--- config.mk ---
export PLATFORM = sky130hd
export DESIGN_NAME = fp_mult_seq
export DESIGN_NICKNAME = d
export VERILOG_FILES = /design/src/rtl/fp_mult_pkg.sv /design/src/rtl/fp_mant_seq_mul.sv /design/src/rtl/fp_mult_seq.sv
export SDC_FILE = /design/constraint.sdc
export NUM_CORES = 1
export LEC_CHECK = 0
export ABC_AREA = 1
export CORE_UTILIZATION = 60
export CTS_CLUSTER_DIAMETER = 30
export DETAILED_ROUTE_END_ITERATION = 8
export GPL_ROUTABILITY_DRIVEN = 0
export PLACE_DENSITY_LB_ADDON = 0.1
export SLEW_MARGIN = 15
export SYNTH_ARGS = -nofsm -noshare
export SYNTH_HDL_FRONTEND = slang
export SYNTH_HIERARCHICAL = 1
export SYNTH_SLANG_ARGS = --single-unit
--- constraint.sdc ---
create_clock -name clk -period 3.92 [get_ports clk]
set_input_delay 0.588 -clock clk [delete_from_list [all_inputs] [get_ports clk]]
set_output_delay 0.588 -clock clk [all_outputs]
set_load 0.05 [all_outputs]
--- src/rtl/fp_mult_pkg.sv ---
// Shared definitions for the sequential floating-point multiplier:
// FSM encoding, rounding-mode constants and exponent-format helpers.
package fp_mult_pkg;

  typedef enum logic [1:0] {
    IDLE = 2'd0,
    MUL  = 2'd1,
    NORM = 2'd2,
    DONE = 2'd3
  } state_t;

  localparam logic RND_TRUNC = 1'b0;
  localparam logic RND_RNE   = 1'b1;

  function automatic int calc_bias(input int exp_w);
    return (1 << (exp_w - 1)) - 1;
  endfunction

  function automatic int calc_emax(input int exp_w);
    return (1 << exp_w) - 1;
  endfunction

endpackage

--- src/rtl/fp_mant_seq_mul.sv ---
// Unsigned shift-add multiplier. It retires one multiplier bit per cycle,
// and the 2M-bit product is complete M cycles after start.
module fp_mant_seq_mul #(
  parameter int M = 24
) (
  input  logic           clk,
  input  logic           rst,
  input  logic           start,
  input  logic [M-1:0]   x,
  input  logic [M-1:0]   y,
  output logic           done,
  output logic [2*M-1:0] prod
);

  localparam int CW = $clog2(M + 1);

  logic [2*M-1:0] acc;
  logic [2*M-1:0] mcand;
  logic [M-1:0]   mplier;
  logic [CW-1:0]  cnt;
  logic           busy;

  always_ff @(posedge clk or negedge rst) begin
    if (!rst) begin
      acc    <= '0;
      mcand  <= '0;
      mplier <= '0;
      cnt    <= '0;
      busy   <= 1'b0;
    end else if (start) begin
      acc    <= '0;
      mcand  <= {{M{1'b0}}, x};
      mplier <= y;
      cnt    <= '0;
      busy   <= 1'b1;
    end else if (busy) begin
      acc    <= acc + (mplier[0] ? mcand : '0);
      mcand  <= mcand << 1;
      mplier <= mplier >> 1;
      cnt    <= cnt + CW'(1);
      if (cnt == CW'(M - 1)) busy <= 1'b0;
    end
  end

  // High during the cycle whose closing edge performs the final step.
  assign done = busy && (cnt == CW'(M - 1));
  assign prod = acc;

endmodule

--- src/rtl/fp_mult_seq.sv ---
// Sequential IEEE-754-style multiplier with an iterative mantissa engine,
// truncate or round-to-nearest-even rounding, and overflow/underflow flags.
module fp_mult_seq
  import fp_mult_pkg::*;
#(
  parameter int EXP_W  = 8,
  parameter int FRAC_W = 23
) (
  input  logic                    clk,
  input  logic                    rst,
  input  logic [EXP_W+FRAC_W:0]   a,
  input  logic [EXP_W+FRAC_W:0]   b,
  input  logic                    rnd_mode,
  input  logic                    in_valid,
  output logic                    in_ready,
  output logic [EXP_W+FRAC_W:0]   product,
  output logic                    overflow,
  output logic                    underflow,
  output logic                    out_valid,
  input  logic                    out_ready
);

  localparam int W    = 1 + EXP_W + FRAC_W;
  localparam int M    = FRAC_W + 1;
  localparam int BIAS = calc_bias(EXP_W);
  localparam int EMAX = calc_emax(EXP_W);
  localparam int EW   = EXP_W + 2;

  localparam logic [EXP_W-1:0]    EXP_ONES = {EXP_W{1'b1}};
  localparam logic signed [EW-1:0] EMAX_S  = EW'(EMAX);
  localparam logic signed [EW-1:0] ZERO_S  = '0;

  state_t state, state_n;

  logic             sign_r;
  logic [EXP_W-1:0] ea_r, eb_r;
  logic             rnd_r;

  logic             accept;
  logic             mul_done;
  logic [2*M-1:0]   mprod;

  // Handshakes: a transfer happens on a rising edge where valid && ready.
  // The input side is ready only in IDLE; the result is held until taken.
  assign in_ready  = (state == IDLE) && rst;
  assign accept    = in_valid && in_ready;
  assign out_valid = (state == DONE);

  fp_mant_seq_mul #(.M(M)) u_mant (
    .clk   (clk),
    .rst   (rst),
    .start (accept),
    .x     ({1'b1, a[FRAC_W-1:0]}),
    .y     ({1'b1, b[FRAC_W-1:0]}),
    .done  (mul_done),
    .prod  (mprod)
  );

  always_ff @(posedge clk or negedge rst) begin
    if (!rst) state <= IDLE;
    else      state <= state_n;
  end

  always_comb begin
    state_n = state;
    case (state)
      IDLE:    if (accept) state_n = MUL;
      MUL:     if (mul_done) state_n = NORM;
      NORM:    state_n = DONE;
      DONE:    if (out_ready) state_n = IDLE;
      default: state_n = IDLE;
    endcase
  end

  logic                    msb;
  logic [2*M-2:0]          pn;
  logic [FRAC_W-1:0]       frac_t;
  logic                    guard, sticky, rnd_up;
  logic [FRAC_W:0]         frac_rnd;
  logic [EW-1:0]           exp_sum;
  logic signed [EW-1:0]    exp_fin;
  logic [W-1:0]            res_p;
  logic                    res_ov, res_un;

  // Normalise so the hidden one sits just above the kept fraction.
  always_comb begin
    msb      = mprod[2*M-1];
    pn       = msb ? mprod[2*M-2:0] : {mprod[2*M-3:0], 1'b0};
    frac_t   = pn[2*M-2 -: FRAC_W];
    guard    = pn[M-1];
    sticky   = |pn[M-2:0];
    rnd_up   = (rnd_r == RND_RNE) && guard && (sticky || frac_t[0]);
    frac_rnd = {1'b0, frac_t} + {{FRAC_W{1'b0}}, rnd_up};
    exp_sum  = {2'b00, ea_r} + {2'b00, eb_r} - EW'(BIAS) + {{(EW-1){1'b0}}, msb};
    exp_fin  = $signed(exp_sum + {{(EW-1){1'b0}}, frac_rnd[FRAC_W]});

    // A rounding carry leaves the low FRAC_W bits of frac_rnd at zero.
    res_p  = {sign_r, exp_fin[EXP_W-1:0], frac_rnd[FRAC_W-1:0]};
    res_ov = 1'b0;
    res_un = 1'b0;
    if (ea_r == EXP_ONES || eb_r == EXP_ONES) begin
      res_p  = {sign_r, EXP_ONES, {FRAC_W{1'b0}}};
      res_ov = 1'b1;
    end else if (ea_r == '0 || eb_r == '0) begin
      res_p = '0;
    end else if (exp_fin >= EMAX_S) begin
      res_p  = {sign_r, EXP_ONES, {FRAC_W{1'b0}}};
      res_ov = 1'b1;
    end else if (exp_fin <= ZERO_S) begin
      res_p  = {sign_r, {(W-1){1'b0}}};
      res_un = 1'b1;
    end
  end

  always_ff @(posedge clk or negedge rst) begin
    if (!rst) begin
      sign_r    <= 1'b0;
      ea_r      <= '0;
      eb_r      <= '0;
      rnd_r     <= 1'b0;
      product   <= '0;
      overflow  <= 1'b0;
      underflow <= 1'b0;
    end else begin
      if (accept) begin
        sign_r <= a[W-1] ^ b[W-1];
        ea_r   <= a[W-2:FRAC_W];
        eb_r   <= b[W-2:FRAC_W];
        rnd_r  <= rnd_mode;
      end
      if (state == NORM) begin
        product   <= res_p;
        overflow  <= res_ov;
        underflow <= res_un;
      end
    end
  end

endmodule

==> out/qor.csv, run 1 <==
stage;metric;value;unit
run_status;status;finished, final reports clean;
synth;register area share after synthesis;32.9;%
sta;Layout Skew;0.0162;ns
final_layout;Area Overhead vs Synth;16.7;%
setup_path;CP Class;reg -> reg;
final_layout;layout cell share with drive strength beyond 1;9.84;%
final_layout;commonest cells after routing, fill and taps aside;nand2_1, inv_1, dfrtp_1;
clock_network;hold_buf cts;0;
sta;setup violators final;0;
floorplan;initial core utilization;61.9;%
synth;Avg Cell Area, Syn;6.50;um2
final_layout;final core occ;72.3;%
floorplan;Die Footprint;23400;um2
synth;top_reg_cell synth;dfrtp_1;
run;Max Cap Viol;0;
synth;Synth warnings;6;
sta;f_max;259;MHz
power;PwrDens;727;nW/um2
clock_network;clock sinks;180;
sta;final worst path period share;98.3;%
setup_path;Critical Path RT;4.25;ns
routing;DR WL/cell;14.9;um
power;worst vdd ir;0.491;mV
synth;Netlist cell types;46;
clock_network;Worst-path clk slew;0.09;ns
routing;via count;13570;
final_layout;commonest non-fill, non-tap cell in the layout;nand2_1;
setup_path;worst-path fanout max;11;
setup_path;crit path DAT;4.19;ns
clock_network;TritonCTS clock tree;done;
setup_path;Max stage delay cell, worst path;dfrtp_2;
floorplan;Die Height;153;um
sta;Rel. slew slack;37.3;%
global_routing;largest net degree at the start of global routing;143;
sta;Tmin final;3.86;ns
final_layout;n_diodes;0;
synth;async set or reset register ratio after synthesis;100;%
power;Lkg Pwr;8.76;nW
final_layout;non-filler instance count after layout;2516;
placed_design;# placed instances;2469;
clock_network;CTS Buffer Depth;2;
global_routing;initial antenna violation count;0;
final_layout;Final nets;2364;
final_layout;# fillers;1902;
placed_design;post-detail-place hpwl;27800;um
sta;Worst-Margin Slew;0.935;ns
routing;1st-iter DRT viols;1069;
synth;EDFF count, synth;0;
synth;Seq cells post-synth;180;
global_routing;gr usage total;32.1;%
floorplan;Cell Rows;54;
synth;Mapped Cells;2107;
routing;drt first pass iters;5;
sta;final hold violation count;0;
setup_path;Largest stage delay, worst path;0.41;ns
floorplan;Die X;153;um
routing;via/cell ratio;5.39;
floorplan;I/O pins;105;
synth;mapped cell area;13700;um2
min_path;worst hold path type;in -> async;
setup_path;element type at the critical path start;register;
routing;Antenna Violating Nets Remaining;0;
sta;final slew viol count;0;
routing;WL final;37600;um
clock_network;clock latency on the worst-skew pair;0.45;ns
routing;DRC errors left;0;
global_routing;global-route wire length before repair;60500;um
placed_design;# port buffers;104;
clock_network;Num CTS Buffers;17;
global_routing;GRT overflow;0;
power;Power Total;0.0116;W
setup_path;Crit. End Element;register;
clock_network;# H-tree levels;4;
floorplan;Core ar.;22100;um2
global_routing;vias in the first global route;12406;
clock_network;Clock Tree Root;clkbuf_16;
==> timing repair <==
item | 4_1_cts | 5_1_grt
setup endpoints to repair | 31 | 33
cloned | 1 | 3
hold endpoints to repair | 0 | 0
pin swaps | 2 | 17
gates resized for setup | 5 | 38
setup buffers | 1 | 10
==> cells by family (layout without fill, tap and decap cells) <==
kind of cell,after synthesis,in the layout,share of synthesized area (%)
AOI/OAI and AO/OA,220,220,9.83
xor gates and xnor gates,31,31,1.98
buffers and inverters,454,580,13.0
adders and majority gates,72,72,6.75
and+or+nand+nor,1149,1151,35.5
other,1,2,0.0274
DFF,180,180,32.9
==> stage by stage <==
step / area, um2 / setup TNS (ns) / hold slack [ns] / worst slack [ns]
floorplan: 13700 / 0 / 0.292 / 0.466
global placement: 15100 / 0 / 0.464 / 0.0677
detailed placement: 15100 / -2.82 / 0.464 / -0.146
CTS: 15700 / 0 / 0.275 / 0.0361
global route: 16000 / -2.55 / 0.298 / -0.116
finish: 16000 / 0 / 0.255 / 0.0650
==> cell type report <==
type | count | area (um2) | area share (%)
clock buffer | 17 | 425 | 2.66
clock inverter | 15 | 198 | 1.24
inverter | 405 | 1520 | 9.54
multi-input combinational | 1476 | 7570 | 47.4
sequential | 180 | 4510 | 28.2
tap | 280 | 350 | 2.19
timing repair buffer | 143 | 1400 | 8.78
==> where the power goes <==
part | switching (W) | total [W] | internal [W]
Sequential | 0.000603 | 0.00324 | 0.00264
Combinational | 0.00431 | 0.00658 | 0.00227
Clock | 0.000908 | 0.00179 | 0.000878
==> synthesized netlist by cell type, types with 6 or more instances <==
cell type	number	area, um2
o211ai_1	14	105
inv_2	19	71.3
inv_1	381	1430
clkbuf_1	28	105
o21ai_2	15	131
buf_2	10	50.1
nor3_1	9	45.0
a21oi_1	50	250
o22ai_1	24	150
nor2_1	115	432
nand2_1	805	3020
nand4_1	25	156
xor2_1	13	114
nand2_2	27	169
o21ai_1	12	60.1
a22oi_1	29	218
nor2_2	31	194
nand3_2	9	90.1
nor2_4	8	90.1
xnor2_1	18	158
nand3_1	94	470
ha_1	69	863
o21bai_1	6	45.0
o21ai_0	59	295
dfrtp_1	180	4500
nor4_1	10	62.6
==> routing by layer <==
metal | track usage (%) | share of wire (%) | vias up
li1 | - | - | 6756
met1 | 43.1 | 43 | 6195
met2 | 50.3 | 45 | 531
met3 | 6.07 | 7.6 | 88
met4 | 14.4 | 4.1 | 0
met5 | 0 | 0 | -
==> critical path: cells and delay by family, from the launching register on <==
family	cells	cell delay (ns)
AND/OR/NAND/NOR	17	1.86
flip-flops	1	0.41
buffers and inverters	7	0.77
adder cells (fa/ha/maj)	2	0.61
AO/OA/AOI/OAI	1	0.09
==> flip-flops by register name (all words and copies together), names as in the netlist <==
register,cells
u_mant/mcand,48
u_mant/prod,48
product,32
u_mant/mplier,24
ea_r,8
eb_r,8
u_mant/cnt,5
state,2
overflow,1
rnd_r,1
sign_r,1
u_mant/busy,1
underflow,1
==> path summary, 6_finish.rpt <==
kind | endpoint | cells after the start | slack, ns | startpoint
worst min-delay path | state[0] | 2 | 0.26 | rst
worst min register to register | product[20] | 2 | 0.48 | product[20]
max in group asynchronous | product[25] | 3 | 2.48 | rst
worst max-delay path | product[1] | 27 | 0.06 | u_mant/prod[47]
min in group clk | product[20] | 2 | 0.48 | product[20]
worst max register to register | product[1] | 27 | 0.06 | u_mant/prod[47]
Power figures use the tool's default switching activity.
==> inputs of run 2 (changes only) <==
CELL_PAD_IN_SITES_DETAIL_PLACEMENT = 0   (was default)
CELL_PAD_IN_SITES_GLOBAL_PLACEMENT = 1   (was default)
CORE_UTILIZATION = 43   (was 60)
CTS_CLUSTER_SIZE = 16   (was default)
==> out/qor.csv, run 2 (same netlist as run 1, synthesis figures left out) <==
stage;metric;value;unit
setup_path;element type at the critical path start;register;
placed_design;Setup WS pre-CTS;0.0482;ns
clock_network;hold_buf cts;0;
run;Max Cap Viol;0;
final_layout;Area Overhead vs Synth;17.9;%
setup_path;Crit Reg-Reg Startpoint;u_mant/prod[47];
final_layout;non-filler instance count after layout;2643;
routing;via count;13013;
floorplan;Cell Rows;64;
sta;WHS;0.0226;ns
sta;Tmin final;3.71;ns
sta;Layout Skew;0.0143;ns
clock_network;clock latency on the worst-skew pair;0.46;ns
setup_path;Crit. End Element;register;
routing;Antenna Violating Nets Remaining;0;
power;Power Total;0.0116;W
final_layout;n_diodes;0;
global_routing;largest net degree at the start of global routing;88;
routing;DRC errors left;0;
routing;via/cell ratio;4.92;
floorplan;Die X;180;um
sta;f_max;270;MHz
sta;Rel. slew slack;33.0;%
sta;Worst-Margin Slew;1.01;ns
sta;final worst slack;0.211;ns
final_layout;commonest cells after routing, fill and taps aside;nand2_1, inv_1, dfrtp_1;
setup_path;crit path launch;u_mant/prod[47];
clock_network;Worst-path clk slew;0.07;ns
routing;wire length on met3;1860;um
global_routing;GRT overflow;0;
setup_path;Critical Path RT;4.31;ns
routing;1st-iter DRT viols;951;
power;worst vdd ir;0.441;mV
floorplan;I/O pins;105;
final_layout;Final nets;2375;
clock_network;Clock Tree Root;clkbuf_16;
routing;WL final;39800;um
power;PwrDens;720;nW/um2
final_layout;commonest non-fill, non-tap cell in the layout;nand2_1;
floorplan;Die Footprint;32500;um2
routing;drt first pass iters;6;
setup_path;worst-path fanout max;11;
setup_path;crit path DAT;4.10;ns
routing;top routing layer used;met4;
global_routing;global-route wire length before repair;64800;um
floorplan;Core ar.;31000;um2
routing;DR WL/cell;15.0;um
final_layout;Register Area;4510;um2
floorplan;Die Height;180;um
routing;WL met2;17800;um
power;Lkg Pwr;8.78;nW
sta;final slew viol count;0;
min_path;worst hold path type;in -> async;
global_routing;gr usage total;25.1;%
sta;final worst path period share;94.6;%
placed_design;# placed instances;2597;
final_layout;# fillers;3275;
clock_network;Num CTS Buffers;17;
global_routing;vias in the first global route;12361;
setup_path;CP Class;reg -> reg;
clock_network;# H-tree levels;4;
final_layout;layout cell share with drive strength beyond 1;10.5;%
clock_network;CTS Buffer Depth;2;
sta;final hold violation count;0;
run_status;status;finished, final reports clean;
floorplan;initial core utilization;44.2;%
sta;setup violators final;0;
clock_network;clock sinks;180;
routing;met1 WL;19200;um
final_layout;area of the multi-input gates;7550;um2
global_routing;initial antenna violation count;0;
placed_design;post-detail-place hpwl;31100;um
clock_network;TritonCTS clock tree;done;
placed_design;# port buffers;104;
==> run 2: changes by cell type in the layout (fill, tap and decap cells not counted), moves of 2 or more <==
cell | previous run | this run
buf_4 | 32 | 41
buf_6 | 4 | 6
buf_8 | 0 | 2
clkinv_8 | 7 | 0
inv_1 | 378 | 376
inv_2 | 21 | 23
inv_6 | 2 | 7
inv_8 | 4 | 2
nand2_1 | 796 | 792
nand2_2 | 34 | 38
nand3_2 | 8 | 10
nor2_1 | 109 | 111
==> run 2: area by class of cell <==
class,count,share of cell area (%)
clock buffer,18,2.66
clock inverter,14,0.868
inverter,405,9.44
multi-input combinational,1475,46.8
sequential,180,27.9
tap,396,3.07
timing repair buffer,155,9.24
==> run 2: routing by layer <==
layer | track usage (%) | vias up
li1 | - | 6747
met1 | 34.9 | 5897
met4 | 7.38 | 0
met2 | 39.8 | 324
met3 | 4.18 | 45
met5 | 0 | -
==> run 2: repair_timing <==
action,in CTS,in global routing
buffers inserted,0,14
gates resized for setup,0,55
setup endpoints to repair,0,33
hold endpoints to repair,0,0
==> run 2: metrics by stage <==
step	utilization (%)	setup TNS [ns]	instance area, um2
after global placement	49.3	0	15300
final	52.1	0	16100
after CTS	51.1	0	15800
after global routing	52.1	-0.651	16100
after floorplan	-	0	13700
after detailed placement	49.3	0	15300
==> run 2: path summary, 6_finish.rpt <==
path / end / slack, ns / cells past startpoint
setup / recovery: product[9] / 0.21 / 26
setup reg to reg: product[9] / 0.21 / 26
hold / removal: u_mant/prod[37] / 0.02 / 1
min in group clk: product[13] / 0.48 / 2
max in group asynchronous: u_mant/prod[47] / 2.02 / 3
hold reg to reg: product[13] / 0.48 / 2
==> run 2: worst max-delay path, stage by stage, from the launching register on <==
cell and delay (ns):
dfrtp_2 0.46, buf_8 0.15, buf_8 0.13, o21ai_4 0.13, nand2_2 0.08, nor3_4 0.15
nand3_2 0.13, nor2_4 0.13, nand2_2 0.08, nor3_4 0.28, fa_2 0.26, inv_2 0.04
fa_2 0.39, inv_2 0.07, nand2_2 0.06, nand2_2 0.10, nand3_2 0.09, nand2_1 0.08
nand2_1 0.05, nand2_1 0.06, nor2_1 0.04, nand2_1 0.12, nand3_4 0.13, nor2_4 0.16
buf_12 0.14, nand2_1 0.06, nand2_1 0.05
==> run 2: where the power goes <==
group	switching (W)	leakage [nW]	internal, W	total, W
Clock	0.000827	0.281	0.000897	0.00172
Sequential	0.000604	2.34	0.00264	0.00324
Combinational	0.00429	6.15	0.00237	0.00666
==> inputs of run 3 (changes only) <==
CORE_MARGIN = 2   (was default)
CORE_UTILIZATION = 39   (was 43)
clock period = 3.18 ns   (was 3.92 ns; I/O delays follow)
==> out/qor.csv, run 3 (same netlist as run 1, synthesis figures left out) <==
stage;metric;value;unit
run_status;status;finished with violations;
run_status;failing checks;setup timing;
run;Max Cap Viol;0;
clock_network;CTS Buffer Depth;2;
sta;Setup TNS Final;-8.13;ns
routing;1st-iter DRT viols;774;
floorplan;Cell Rows;68;
routing;drt first pass iters;6;
sta;Worst-Margin Slew;0.829;ns
placed_design;# port buffers;104;
routing;via/cell ratio;4.78;
routing;WL final;41900;um
floorplan;Core ar.;34500;um2
final_layout;non-filler instance count after layout;2779;
sta;Rel. slew slack;44.7;%
min_path;worst hold path type;in -> async;
sta;final worst path period share;109;%
setup_path;Critical Path RT;3.51;ns
setup_path;Max stage delay cell, worst path;dfrtp_2;
setup_path;crit path DAT;3.80;ns
setup_path;Crit Reg-Reg Startpoint;u_mant/prod[47];
setup_path;Top cell by count, worst path;buf_4;
placed_design;# placed instances;2722;
floorplan;initial core utilization;39.6;%
setup_path;worst-path fanout max;7;
final_layout;area of the multi-input gates;7720;um2
global_routing;initial antenna violation count;0;
floorplan;I/O pins;105;
setup_path;R2R Setup Slk;-0.29;ns
power;PwrDens;910;nW/um2
final_layout;commonest non-fill, non-tap cell in the layout;nand2_1;
floorplan;Die Footprint;36600;um2
routing;Antenna Violating Nets Remaining;0;
sta;final hold violation count;0;
clock_network;Num CTS Buffers;17;
placed_design;DP Area;15900;um2
routing;DR WL/cell;15.1;um
global_routing;largest net degree at the start of global routing;88;
sta;RSZ-0062 raised after global routing;yes;
clock_network;clock sinks;180;
clock_network;clock latency on the worst-skew pair;0.45;ns
setup_path;Crit. End Element;register;
setup_path;cell family with most CP delay;simple AND/OR/NAND/NOR gates;
final_layout;Area Overhead vs Synth;24.2;%
setup_path;Largest stage delay, worst path;0.45;ns
floorplan;Die X;191;um
sta;final worst slack;-0.293;ns
sta;setup violators final;33;
final_layout;final core occ;49.2;%
global_routing;gr usage total;23.7;%
floorplan;Die Height;191;um
sta;Tmin final;3.47;ns
sta;f_max;288;MHz
final_layout;layout cell share with drive strength beyond 1;14.5;%
global_routing;vias in the first global route;12956;
routing;via count;13295;
global_routing;global-route wire length before repair;68100;um
final_layout;n_diodes;0;
final_layout;Register Area;4510;um2
power;Lkg Pwr;9.24;nW
setup_path;R2R cell count;25;
setup_path;RR Endpoint;product[29];
final_layout;# fillers;3647;
clock_network;TritonCTS clock tree;done;
sta;final slew viol count;0;
routing;DRC errors left;0;
setup_path;CP Class;reg -> reg;
global_routing;GRT overflow;0;
power;worst vdd ir;0.445;mV
clock_network;# H-tree levels;4;
clock_network;Worst-path clk slew;0.07;ns
clock_network;Clock Tree Root;clkbuf_16;
final_layout;Final Instance Area;17000;um2
setup_path;Buf+Inv Stages, Crit Path;10;
setup_path;element type at the critical path start;register;
final_layout;Final nets;2452;
placed_design;post-detail-place hpwl;32900;um
final_layout;commonest cells after routing, fill and taps aside;nand2_1, inv_1, dfrtp_1;
sta;Layout Skew;0.0104;ns
run 3: cell types whose count changed in the layout (fill, tap and decap cells not counted), sizes merged:
cell      change
buf          +76
clkbuf        +1
clkinv        +3
clkinvlp      -1
inv           -3
nand2         +1
run 3: cell type report:
cell class,instances,share of cell area (%)
clock inverters,13,0.736
repair buffers,231,12.4
clock buffers,19,2.55
well taps,455,3.35
inverters,405,8.99
multi-input cells,1476,45.4
flip-flops and latches,180,26.5
run 3: per-stage QoR:
step,hold slack (ns),total power [W],setup WS (ns)
floorplan,0.181,0.00951,-0.0919
global placement,0.462,0.0125,-0.373
detailed placement,0.466,0.0126,-0.485
CTS,0.174,0.0150,-0.360
global route,0.197,0.0168,-0.496
finish,0.173,0.0155,-0.293
run 3: repair_timing:
item | in CTS | in global routing
pin swaps | 5 | 15
hold buffers | 0 | 0
cloned | 2 | 1
endpoints found under the setup margin | 33 | 33
gates resized for setup | 26 | 58
buffers inserted | 16 | 7
run 3: how the worst max path moves through the flow:
stage / start / end / cells after the start
5_1_grt: u_mant/prod[47] / product[7] / 27
2_1_floorplan: u_mant/prod[47] / product[17] / 25
3_3_place_gp: u_mant/prod[47] / product[11] / 24
6_report: u_mant/prod[47] / product[29] / 25
4_1_cts: u_mant/prod[47] / product[21] / 24
3_5_place_dp: u_mant/prod[47] / product[21] / 24
run 3: where the power goes:
| part | total [W] | switching, W | internal (W) |
|---|---|---|---|
| combinational | 0.00941 | 0.00574 | 0.00368 |
| clock | 0.00208 | 0.000985 | 0.00110 |
| sequential | 0.00397 | 0.000717 | 0.00325 |
run 3: routing by layer:
layer  vias up  share of wire (%)  wire length, um  GRT usage [%]
met4         0                1.8              774           5.92
met2       254                 47            19500           38.7
met3        27                4.7             1950           4.70
met1      6097                 47            19600           32.1
met5         -                  0                0              0
li1       6917                  -                -              -
